`config.mk`:
```
export PLATFORM = sky130hd
export DESIGN_NAME = itimer_nch
export DESIGN_NICKNAME = d
export VERILOG_FILES = /design/src/rtl/itimer_pkg.sv /design/src/rtl/itimer_ch.sv /design/src/rtl/itimer_nch.sv
export SDC_FILE = /design/constraint.sdc
export NUM_CORES = 1
export LEC_CHECK = 0
export ABC_AREA = 1
export BUFFER_PORTS_ARGS = -buffer_cell sky130_fd_sc_hd__buf_2
export CAP_MARGIN = 20
export CORE_ASPECT_RATIO = 0.6
export CORE_MARGIN = 5
export CORE_UTILIZATION = 40
export DETAILED_ROUTE_END_ITERATION = 10
export PLACE_DENSITY_LB_ADDON = 0.12
export SYNTH_ARGS = -nofsm -noshare
export SYNTH_HDL_FRONTEND = slang
export SYNTH_HIERARCHICAL = 1
export SYNTH_SLANG_ARGS = --single-unit
export TNS_END_PERCENT = 100
```
`constraint.sdc`:
```
create_clock -name CLK -period 4.7 [get_ports CLK]
set_input_delay 1.175 -clock CLK [delete_from_list [all_inputs] [get_ports CLK]]
set_output_delay 1.175 -clock CLK [all_outputs]
set_load 0.03 [all_outputs]
```
`src/rtl/itimer_pkg.sv`:
```
// Shared definitions for the N-channel interval timer.
// Mode encodings and the prescale-shift lookup.
package itimer_pkg;

    localparam logic [1:0] C_TIM_0001T = 2'b00;
    localparam logic [1:0] C_TIM_0008T = 2'b01;
    localparam logic [1:0] C_TIM_0064T = 2'b10;
    localparam logic [1:0] C_TIM_1024T = 2'b11;

    function automatic int presc_shift(
        input logic [1:0] m,
        input int         s1,
        input int         s2,
        input int         s3
    );
        case (m)
            C_TIM_0008T: return s1;
            C_TIM_0064T: return s2;
            C_TIM_1024T: return s3;
            default:     return 0;
        endcase
    endfunction

endpackage

```
`src/rtl/itimer_ch.sv`:
```
// One interval-timer channel: prescaler, down-counter,
// sticky underflow state, read-to-clear flag and IRQ enable.
module itimer_ch
    import itimer_pkg::*;
#(
    parameter int WIDTH = 8,
    parameter int SH1   = 3,
    parameter int SH2   = 6,
    parameter int SH3   = 10
) (
    input  logic             clk,
    input  logic             rst,
    input  logic             we,
    input  logic             re,
    input  logic [1:0]       mode_in,
    input  logic             irq_en,
    input  logic [WIDTH-1:0] din,
    output logic [WIDTH-1:0] dout,
    output logic             flag,
    output logic             irq
);

    logic [SH3-1:0]   div;
    logic [WIDTH-1:0] cnt;
    logic             uf;
    logic [1:0]       mode;
    logic             en;
    logic [SH3-1:0]   mask;
    logic             tick;
    logic             under;

    // mask covers the low SHk divider bits of the current mode
    always_comb begin
        mask  = SH3'((32'd1 << presc_shift(mode, SH1, SH2, SH3)) - 32'd1);
        tick  = (mode == C_TIM_0001T) || ((div & mask) == mask);
        under = !uf && tick && (cnt == '0);
    end

    always_ff @(posedge clk or posedge rst) begin
        if (rst) begin
            div  <= '0;
            cnt  <= '0;
            uf   <= 1'b0;
            mode <= C_TIM_0001T;
            en   <= 1'b0;
            flag <= 1'b0;
        end else if (we) begin
            div  <= '0;
            cnt  <= din;
            uf   <= 1'b0;
            mode <= mode_in;
            en   <= irq_en;
            flag <= 1'b0;
        end else begin
            div <= div + SH3'(1);
            if (uf || tick)
                cnt <= cnt - WIDTH'(1);
            if (under)
                uf <= 1'b1;
            if (under)
                flag <= 1'b1;
            else if (re)
                flag <= 1'b0;
        end
    end

    assign dout = uf ? (~cnt + WIDTH'(1)) : cnt;
    assign irq  = flag & en;

endmodule

```
`src/rtl/itimer_nch.sv`:
```
// N-channel programmable interval timer: select decode,
// count read-back mux and wired-OR interrupt.
module itimer_nch
    import itimer_pkg::*;
#(
    parameter int NCH   = 2,
    parameter int WIDTH = 8,
    parameter int SH1   = 3,
    parameter int SH2   = 6,
    parameter int SH3   = 10,
    localparam int SEL_W = (NCH > 1) ? $clog2(NCH) : 1
) (
    input  logic             CLK,
    input  logic             RES,
    input  logic             WE,
    input  logic [SEL_W-1:0] SEL,
    input  logic [1:0]       MODE,
    input  logic             IRQ_EN,
    input  logic [WIDTH-1:0] IN,
    input  logic             RE,
    output logic [WIDTH-1:0] OUT,
    output logic [NCH-1:0]   FLAG,
    output logic             IRQ
);

    logic [NCH-1:0]   we_ch;
    logic [NCH-1:0]   re_ch;
    logic [NCH-1:0]   irq_ch;
    logic [WIDTH-1:0] cnt_ch [NCH];

    for (genvar i = 0; i < NCH; i++) begin : g_ch
        assign we_ch[i] = WE && (SEL == SEL_W'(i));
        assign re_ch[i] = RE && (SEL == SEL_W'(i));

        itimer_ch #(
            .WIDTH(WIDTH),
            .SH1  (SH1),
            .SH2  (SH2),
            .SH3  (SH3)
        ) u_ch (
            .clk    (CLK),
            .rst    (RES),
            .we     (we_ch[i]),
            .re     (re_ch[i]),
            .mode_in(MODE),
            .irq_en (IRQ_EN),
            .din    (IN),
            .dout   (cnt_ch[i]),
            .flag   (FLAG[i]),
            .irq    (irq_ch[i])
        );
    end

    // out-of-range selects read as zero
    always_comb begin
        OUT = '0;
        for (int i = 0; i < NCH; i++)
            if (SEL == SEL_W'(i))
                OUT = cnt_ch[i];
    end

    assign IRQ = |irq_ch;

endmodule

```
==> impl_results.md <==
* CP Class: primary input to output pin
* Routed via count at 2640
* Fill count at 741
* PwrDens at 539 nW/um2
* CP delay by family, top: buffers and inverters
* Ports at 27
* Leakage at 1.74 nW
* Seq/Total Area, Yosys at 0.394
* Crit share post-route at 0.671
* Largest net degree at the start of global routing at 24
* Crit-path cells: buf_2, inv_1, nand2_1, nand2_1, buf_2
* Data arrival time of the critical path at 1980 ps
* CTS buffer count at 5
* Synthesized Nets at 443
* Routed Antenna Nets at 0
* Routed len/inst at 13.3 um
* IO buf count at 26
* CTS Buffer Depth at 2
* Clock Sinks at 46
* CTS Hold Buffers Added at 0
* F_max at 317 MHz
* CP max stage delay at 250 ps
* Syn_area_per_cell at 6.94 um2
* HPWL after detailed placement at 5450 um
* 1st-iter DRT viols at 173
* Yosys cell types at 24
* Startpoint types: primary input
* Die Ht at 76.2 um
* CP max stage cell: inv_1
* Min-delay worst type: flip-flop to flip-flop
* Outcome: complete, no violations
* Synth-to-Final Area Change at 11.4%
* Total Routed Length at 7120 um
* Final min period at 3150 ps
* Maxcap violations at 0
* Via density per instance at 4.93
* Die Span X at 120 um
* Die area at 9170 um2
* Antenna violations before repair at 0
* CTS tree: built
* Post-Route Setup TNS at 0 ps
* Slew Limit Fails at 0
* Final setup viols at 0
* Total core area at 7180 um2
* Layout cells sized above 1 at 0.126
* Worst-Margin Slew at 938 ps
* Residual DRC at 0
* Required @ worst endpoint at 3520 ps
* Root Buffer: clkbuf_16
* Seq cells post-synth at 46
* DR pass1 iterations at 4
* CP max FO at 13
* First-pass GRT wire length at 12200 um
* RSZ-0062 raised after global routing: false
* Ant diodes at 0
* Post CTS Setup Buffer Count at 0
* Ys Warns at 6
* H-tree Lvls at 2
* Clock skew at 2.52 ps
* Vias in the first global route at 2450
* Slew margin rel. at 0.374
* Initial Utilization at 0.407
* Final Hold Vio Count at 0
* VDD IR max at 0.280 mV
* Final Wtd Congestion at 0.892
* CTS clock-pin slew for the worst setup and hold paths at 60 ps
* Overflow after GRT at 0
* # rows at 24
* Buffer and inverter count on the worst path at 3
* Net count, final at 467
* Worst skew pair latency at 280 ps
* Post-CTS Resized at 0
* Synth Cell Area at 2920 um2
* GR Util All Layers at 0.163
* Crit path capture type: output pin
* Layout Utilization at 0.454
* Mapped Cells at 421
[where the power goes]
part	switching (mW)	internal, mW
clock network	0.147	0.263
logic	0.477	0.250
registers	0.122	0.496
[cell type report]
| type | instances | area, um2 | area share |
|---|---|---|---|
| clock buffer | 6 | 139 | 0.0427 |
| inverter | 49 | 184 | 0.0565 |
| sequential | 46 | 1150 | 0.354 |
| timing repair buffer | 28 | 145 | 0.0446 |
| clock inverter | 1 | 30.0 | 0.00922 |
| multi-input combinational | 315 | 1490 | 0.458 |
| tap | 91 | 114 | 0.0350 |
[registers in the layout, summed over array words and instances (netlist names)]
signal,flops
g_ch.u_ch/cnt,16
g_ch.u_ch/div,20
g_ch.u_ch/en,2
g_ch.u_ch/flag,2
g_ch.u_ch/mode,4
g_ch.u_ch/uf,2
[final timing paths]
path / slack, ps / startpoint / to / cells after the start
max: 1550 / SEL / OUT[4] / 5
min: 460 / g_ch[0].u_ch/div[0] / g_ch[0].u_ch/div[0] / 1
max reg2reg: 3010 / g_ch[0].u_ch/mode[1] / g_ch[0].u_ch/cnt[1] / 8
min reg2reg: 460 / g_ch[0].u_ch/div[0] / g_ch[0].u_ch/div[0] / 1
max in group asynchronous: 3020 / RES / g_ch[0].u_ch/cnt[0] / 2
min in group asynchronous: 1090 / RES / g_ch[1].u_ch/en / 2
[kinds of logic after synthesis]
family,after synthesis,share of synthesized area
AND/OR/NAND/NOR,245,0.353
buffers and inverters,60,0.0951
AO/OA/AOI/OAI,58,0.114
flip-flops,46,0.394
XOR/XNOR,6,0.0180
adder cells (fa/ha/maj),6,0.0257
[cells in the mapped netlist]
master | count | area (um2)
inv_1 | 45 | 169
nand2_4 | 4 | 45.0
nor2_4 | 2 | 22.5
buf_6 | 5 | 56.3
nor2_2 | 4 | 25.0
nor2_1 | 44 | 165
o21ai_0 | 24 | 120
o21bai_1 | 4 | 30.0
a31oi_1 | 4 | 25.0
xor2_1 | 6 | 52.6
nand2_1 | 150 | 563
nand2_2 | 4 | 25.0
dfrtp_1 | 46 | 1150
buf_4 | 4 | 30.0
or2_2 | 1 | 6.26
o21ai_1 | 4 | 20.0
inv_2 | 4 | 15.0
o31ai_1 | 2 | 15.0
a21oi_1 | 18 | 90.1
o21ai_4 | 2 | 32.5
ha_1 | 6 | 75.1
clkbuf_1 | 2 | 7.51
nand3_1 | 32 | 160
nor3_1 | 4 | 20.0
[per-stage QoR]
stage	cell area, um2	setup slack (ps)	power, mW	hold slack (ps)	instances
after floorplan	2920	1940	1.18	424	421
after global placement	3090	1570	1.35	456	529
after detailed placement	3090	1540	1.35	458	529
after CTS	3260	1530	1.77	466	536
after global routing	3260	1370	1.90	477	536
final	3260	1550	1.75	458	536
[layer usage]
layer | vias up | wire (um) | global-route usage
met4 | 0 | 43 | 0.0271
met1 | 1218 | 4050 | 0.263
li1 | 1370 | - | -
met5 | - | 0 | 0
met3 | 4 | 303 | 0.0386
met2 | 48 | 2730 | 0.219
[placed cells by master (no fill, tap or decap), types with 2 or more instances in the layout]
cell       count
xor2_1         6
a21oi_1       18
ha_1           6
o21ai_1        4
dfrtp_1       46
o21bai_1       4
nor2_1        44
buf_4          2
nand2_2        4
nor2_4         2
clkbuf_16      5
a31oi_1        4
nand2_4        4
o21ai_0       24
nor3_1         4
o31ai_1        2
inv_1         45
nand2_1      150
o21ai_4        2
nand3_1       32
nor2_2         4
inv_2          4
buf_2         26
[worst reg2reg max path: stages (launching register included)]
cell     delay [ps]
dfrtp_1         470
nor2_1           90
ha_1            290
o21ai_1         200
o21ai_4         100
nand2_4         150
nand2_4         110
nand2_1         100
nand2_1          50
(Power assumes the default switching activity.)
